File: config.mk
export PLATFORM = sky130hd
export DESIGN_NAME = word_serializer
export DESIGN_NICKNAME = d
export VERILOG_FILES = /design/src/rtl/word_serializer_pkg.sv /design/src/rtl/word_serializer.sv
export SDC_FILE = /design/constraint.sdc
export NUM_CORES = 1
export LEC_CHECK = 0
export CAP_MARGIN = 25
export CORE_MARGIN = 4
export CORE_UTILIZATION = 55
export DETAILED_ROUTE_END_ITERATION = 10
export DONT_BUFFER_PORTS = 1
export GPL_TIMING_DRIVEN = 0
export PLACE_DENSITY = 0.7
export SYNTH_ARGS = -nofsm -noshare
export SYNTH_HDL_FRONTEND = slang
export SYNTH_SLANG_ARGS = --single-unit
export TNS_END_PERCENT = 50
File: constraint.sdc
create_clock -name clk -period 2 [get_ports clk]
set_input_delay 0.4 -clock clk [delete_from_list [all_inputs] [get_ports clk]]
set_output_delay 0.4 -clock clk [all_outputs]
set_load 0.005 [all_outputs]
File: src/rtl/word_serializer_pkg.sv
// Shared definitions for the word serializer: FSM state encoding,
// default frame geometry and counter sizing.
package word_serializer_pkg;

    localparam int DEFAULT_WIDTH = 8;
    localparam int DEFAULT_GAP   = 7;
    localparam int GAP_CNT_W     = 8;

    typedef enum logic [1:0] {
        ST_IDLE  = 2'd0,
        ST_SHIFT = 2'd1,
        ST_GAP   = 2'd2
    } state_t;

    // Bits needed to count 0..width inclusive.
    function automatic int bit_cnt_width(input int width);
        return $clog2(width + 1);
    endfunction

endpackage

File: src/rtl/word_serializer.sv
// Parallel-to-serial converter: accepts one word in IDLE, shifts it out MSB
// first with start/finish markers, then holds off for GAP idle cycles.
module word_serializer
    import word_serializer_pkg::*;
#(
    parameter int WIDTH = DEFAULT_WIDTH,
    parameter int GAP   = DEFAULT_GAP
) (
    input  logic             clk,
    input  logic             rst,
    input  logic [WIDTH-1:0] data,
    input  logic             valid,
    output logic             ready,
    output logic             in_bit,
    output logic             start,
    output logic             finish,
    output logic             busy
);

    localparam int CNT_W = bit_cnt_width(WIDTH);
    localparam logic [CNT_W-1:0]     LAST_BIT = CNT_W'(WIDTH);
    localparam logic [GAP_CNT_W-1:0] LAST_GAP = GAP_CNT_W'(GAP);

    state_t               state_reg, state_next;
    logic [WIDTH-1:0]     shift_reg, shift_next;
    logic [CNT_W-1:0]     bit_cnt_reg, bit_cnt_next;
    logic [GAP_CNT_W-1:0] gap_cnt_reg, gap_cnt_next;
    logic                 in_bit_reg, in_bit_next;
    logic                 start_reg, start_next;
    logic                 finish_reg, finish_next;
    logic                 busy_reg, busy_next;

    assign ready  = (state_reg == ST_IDLE);
    assign in_bit = in_bit_reg;
    assign start  = start_reg;
    assign finish = finish_reg;
    assign busy   = busy_reg;

    always_ff @(posedge clk) begin
        if (rst) begin
            state_reg   <= ST_IDLE;
            shift_reg   <= '0;
            bit_cnt_reg <= '0;
            gap_cnt_reg <= '0;
            in_bit_reg  <= 1'b0;
            start_reg   <= 1'b0;
            finish_reg  <= 1'b0;
            busy_reg    <= 1'b0;
        end else begin
            state_reg   <= state_next;
            shift_reg   <= shift_next;
            bit_cnt_reg <= bit_cnt_next;
            gap_cnt_reg <= gap_cnt_next;
            in_bit_reg  <= in_bit_next;
            start_reg   <= start_next;
            finish_reg  <= finish_next;
            busy_reg    <= busy_next;
        end
    end

    // bit_cnt_reg holds the number of bits already presented on in_bit,
    // so the MSB goes out straight from the accept edge with no bubble.
    always_comb begin
        state_next   = state_reg;
        shift_next   = shift_reg;
        bit_cnt_next = bit_cnt_reg;
        gap_cnt_next = gap_cnt_reg;
        in_bit_next  = 1'b0;
        start_next   = 1'b0;
        finish_next  = 1'b0;

        case (state_reg)
            ST_IDLE: begin
                if (valid && ready) begin
                    state_next   = ST_SHIFT;
                    shift_next   = data << 1;
                    in_bit_next  = data[WIDTH-1];
                    start_next   = 1'b1;
                    finish_next  = (LAST_BIT == CNT_W'(1));
                    bit_cnt_next = CNT_W'(1);
                end
            end
            ST_SHIFT: begin
                if (bit_cnt_reg == LAST_BIT) begin
                    shift_next   = '0;
                    bit_cnt_next = '0;
                    if (GAP == 0) begin
                        state_next = ST_IDLE;
                    end else begin
                        state_next   = ST_GAP;
                        gap_cnt_next = GAP_CNT_W'(1);
                    end
                end else begin
                    in_bit_next  = shift_reg[WIDTH-1];
                    shift_next   = shift_reg << 1;
                    bit_cnt_next = bit_cnt_reg + CNT_W'(1);
                    finish_next  = ((bit_cnt_reg + CNT_W'(1)) == LAST_BIT);
                end
            end
            ST_GAP: begin
                if (gap_cnt_reg == LAST_GAP) begin
                    state_next   = ST_IDLE;
                    gap_cnt_next = '0;
                end else begin
                    gap_cnt_next = gap_cnt_reg + GAP_CNT_W'(1);
                end
            end
            default: begin
                state_next = ST_IDLE;
            end
        endcase

        busy_next = (state_next != ST_IDLE);
    end

endmodule
# Word level (Yosys, flattened, before mapping)
# Index checks and enable logic that the tools add are counted.
[classes]
muxes = 17
bitwise = 2
addsub = 2
reduce_logical = 9
n_eq_ne = 7
[ops]
columns = ["operator", "count"]
rows = [
  ["2-to-1 mux 8 bit", 4],
  ["case mux 8 bit (2 select lines)", 2],
  ["adder 8 x 1 -> 8 bit, second input constant", 1],
  ["equality test 4 bit, second input constant", 2],
  ["equality test 8 x 3 -> 1 bit, second input constant", 1],
  ["2-to-1 mux 4 bit", 2],
  ["case mux 4 bit (2 select lines)", 1],
  ["2-to-1 mux 2 bit", 3],
  ["case mux 2 bit (3 select lines)", 1],
  ["nonzero test 2 bit", 3],
  ["adder 4 x 1 -> 4 bit, second input constant", 1],
  ["AND reduction 2 bit", 2],
  ["2-to-1 mux 1 bit", 3],
  ["OR reduction 3 bit", 1],
  ["equality test 2 x 1 -> 1 bit, second input constant", 1],
  ["equality test 2 bit, second input constant", 1],
  ["zero test 2 bit", 1],
  ["!= test 2 x 1 -> 1 bit, second input constant", 1],
  ["!= test 2 bit, second input constant", 1],
  ["inverter 1 bit", 2],
  ["case mux 1 bit (2 select lines)", 1],
  ["OR reduction 2 bit", 1],
  ["logical AND 1 bit", 1],
]
[word_totals]
output_inout_bits = 5
ff_bits = 26
elab_cells = 45
inputBits = 11

# Depth between registers and ports, before layout
[depth]
depth_word = 5
mapped_depth = 7
depth_no_buf = 6

# Worst setup path before layout
# Ideal clock, no wire load.
[synth_timing]
kind = "flip-flop to flip-flop"
start = "register gap_cnt_reg[0]"
end = "register gap_cnt_reg[6]"
path_stages_with_launch = 6
setup_ns = 0.117
path_buffers = 0
t_arrival_ns = 1.367
period_less_slack_ns = 1.484
slack_ns = 0.516
path_cell_list = "dfxtp_1 > ha_1 > nor4bb_4 > a211oi_2 > a21o_1 > a22o_1"
[synth_between]
elab_chain_cells = 3
[synth_lines]
columns = ["item", "line", "source"]
rows = [
  ["from (decl)", "word_serializer.sv:27", "logic [GAP_CNT_W-1:0] gap_cnt_reg, gap_cnt_next;"],
  ["from (signal assigned)", "word_serializer.sv:53", "gap_cnt_reg <= gap_cnt_next;"],
  ["adder 8 x 1 -> 8 bit or equality test 8 x 3 -> 1 bit (tied branches)", "word_serializer.sv:105, word_serializer.sv:101", ""],
  ["2-to-1 mux 8 bit *", "word_serializer.sv:101", "if (gap_cnt_reg == LAST_GAP) begin"],
  ["case mux 8 bit (2 select lines) *", "word_serializer.sv:72", "case (state_reg)"],
]
# Every way passes the cells marked *; elsewhere a longest branch is shown, timed or not.
# A chain may end at the register's enable or synchronous reset.

# Worst setup path in the final report
# Same ends and word-level chain as after synthesis.

==> metrics.md <==
| Metric | Value |
|---|---|
| Fin. max-slew vios | 0 |
| Die X | 54.2 um |
| Worst-case clock buffer depth | 2 |
| Final setup viols | 0 |
| Max reg flops | 8 |
| VDD IR-drop max | 0.534 mV |
| Largest family of logic cells by synthesized area | simple AND/OR/NAND/NOR gates |
| Vias in the first global route | 845 |
| Logic pwr share | 12.5% |
| Die area | 2940 um^2 |
| DRT Pass-1 Iters | 4 |
| Avg Cell Area, Syn | 9.05 um^2 |
| Max Cap Viol | 0 |
| Switching share of power | 26.4% |
| Most common library cells after synthesis | dfxtp_1, nor2_1, nor3_1, a21oi_1, nand3_1 |
| Number of diodes | 0 |
| Compound-Gate Fraction of Synth Area | 21.3% |
| Dominant cell by count in the synthesized netlist | dfxtp_1 |
| Syn Std Cell Area | 1180 um^2 |
| Antenna violations before repair | 0 |
| Final WL | 2250 um |
| GPL Wtd Cong | 0.740 |
| Wire per inst | 14.0 um |
| Post-synthesis cell type count | 35 |
| Post-Synthesis Net Count | 144 |
| Reg2reg path depth | 5 |
| Highest metal used | met4 |
| Clk network pwr share | 25.3% |
| Met1 wire length | 1060 um |
| Psw | 231 uW |
| Fraction of layout cells with a size suffix above 1 | 11.9% |
| Hold path depth | 1 |
| Lkg Pwr | 0.472 nW |
| Met2 wire len | 1030 um |
| Clock transition at path regs | 0.13 ns |
| Post-CTS Setup Inserts | 0 |
| Synth Register Bits | 25 |
| Post-Synth Adder-Cell Area | 3.19% |
| Synth Flop Type | dfxtp_1 |
| Largest net degree at the start of global routing | 15 |
| Mapped Cells | 130 |
| Area leader, netlist | dfxtp_1 |
| # IOs | 16 |
| Final period util | 83.1% |
| Top cell type's share of synthesized area | 42.6% |
| CP Max Fanout | 8 |
| Die Y | 54.2 um |
| Synth-to-Final Area Change | 5.21% |
| Met3 Wirelength | 118 um |
| Starting Density | 58.7% |
| Post-synth ARST share | 0% |
| Port buffer count | 0 |
| Avg Vias per Cell | 6.06 |
| Ys Warns | 0 |
| RSZ-0062 raised after global routing | no |
| Setup TNS Final | 0 ns |
| Peak Freq | 602 MHz |
| Final nets | 149 |
| CORE AREA | 2000 um^2 |
| Clk_lat worst skew | 0.31 ns |
| Min Tclk post-route | 1.66 ns |
| Row cnt | 16 |
| Power per cell area | 706 nW/um^2 |
| Max_slew headroom | 60.7% |
| Crit Path Class | reg2reg |
| Xor/xnor share of the synthesized area | 1.49% |
| Sequential share of the synthesized area | 42.6% |
| CTS sink count | 25 |
| Dpl hpwl | 1670 um |
| Reg-to-reg setup timing slack | 0.34 ns |
| Post-route ant nets | 0 |
| CTS Hold Buffers Added | 0 |
| CP arrival | 1.89 ns |
| Via count | 975 |
| # DRC | 0 |
| Total GRT Usage | 18.1% |
| Post-synth EDFFs | 0 |
| Reg power frac | 62.2% |
| Root buf cell | clkbuf_4 |
| Worst setup EP type | flop |
| Internal | 643 uW |
| Cts bufs inserted | 3 |
| Final Hold Slack | 0.205 ns |
| Clock Skew | 0.00515 ns |
| Final Hold Viols | 0 |
| CTS tree | built |
| Least-Margin Pin Slew | 0.587 ns |
| Initial drt markers | 17 |
| Total of cells resized after clock tree synthesis | 0 |
| Hold WC Path Type | in2reg |
| Post-synthesis mux area share | 1.70% |
| Startpoint types | flop |
| Worst EP required | 2.23 ns |
| Status | finished clean |
| First-pass GRT wire length | 3820 um |
| Simple-gate share of the synthesized area | 24.7% |
| H-tree lvl count | 1 |
| Total gr overflow | 0 |
| Synth area leaders | dfxtp_1, nor2_1, a221oi_1 |
==> layer usage <==
layer  vias up  GRT usage [%]
met3         4           2.45
met5         -              0
met4         0           10.8
met2        29           25.7
met1       457           25.8
li1        485              -
==> through the flow <==
| stage | util [%] | std cells | power [mW] | worst slack [ns] | cell area (um^2) |
|---|---|---|---|---|---|
| after floorplan | - | 130 | 0.638 | 0.516 | 1180 |
| after global placement | 60.4 | 157 | 0.659 | 0.415 | 1210 |
| after detailed placement | 60.4 | 157 | 0.663 | 0.347 | 1210 |
| after CTS | 61.8 | 161 | 0.883 | 0.332 | 1240 |
| after global routing | 61.8 | 161 | 0.930 | 0.186 | 1240 |
| final | 61.8 | 161 | 0.873 | 0.338 | 1240 |
==> critical path, stage by stage (launching register included) <==
cell	delay [ns]
dfxtp_1	0.42
ha_1	0.27
nor4bb_4	0.36
a211oi_2	0.18
a21o_1	0.19
a22o_1	0.16
==> placed cells by master, fill, tap and decap left out <==
cell	count
nand3_1	7
nor2_4	1
a32o_1	2
a22oi_1	3
and3_2	1
o21a_1	1
xnor2_1	2
a211oi_2	1
nand4_1	2
a21oi_1	8
mux2i_1	2
nor3_1	10
clkinv_2	1
a22o_2	1
or2_2	1
nor2_1	17
o211a_1	1
inv_1	4
nand3b_1	1
o21ai_0	6
dfxtp_1	25
nand2_1	5
a221oi_1	6
buf_6	2
a21o_1	1
buf_2	3
ha_1	3
and3_1	1
a211oi_4	1
nand2b_1	4
clkbuf_4	3
a311oi_1	1
nor4bb_4	1
nor2b_1	2
and3b_1	1
clkbuf_1	2
a22o_1	1
==> power by group through the flow <==
stage | Combinational [mW] | Clock (mW) | Sequential [mW]
2_1_floorplan | 0.0884 | 0 | 0.550
3_3_place_gp | 0.106 | 0 | 0.553
3_5_place_dp | 0.109 | 0 | 0.554
4_1_cts | 0.109 | 0.230 | 0.543
5_1_grt | 0.125 | 0.257 | 0.548
6_report | 0.110 | 0.221 | 0.543
==> area by class of cell <==
type / instances / area (um^2)
multi-input combinational: 94 / 616
clock buffer: 3 / 22.5
buffer: 7 / 45.0
clock inverter: 1 / 5.00
tap: 27 / 33.8
inverter: 4 / 15.0
sequential: 25 / 500
fill: 176 / 764
==> final timing paths <==
kind / startpoint / endpoint
setup / recovery: gap_cnt_reg[0] / gap_cnt_reg[6]
hold reg to reg: gap_cnt_reg[7] / gap_cnt_reg[7]
hold / removal: data[0] / shift_reg[1]
setup reg to reg: gap_cnt_reg[0] / gap_cnt_reg[6]
==> logic make-up after synthesis <==
family | Yosys count
AO/OA/AOI/OAI | 33
AND/OR/NAND/NOR | 54
buffers and inverters | 11
multiplexers | 2
adder cells (fa/ha/maj) | 3
flip-flops | 25
XOR/XNOR | 2
Power figures use the tool's default switching activity.
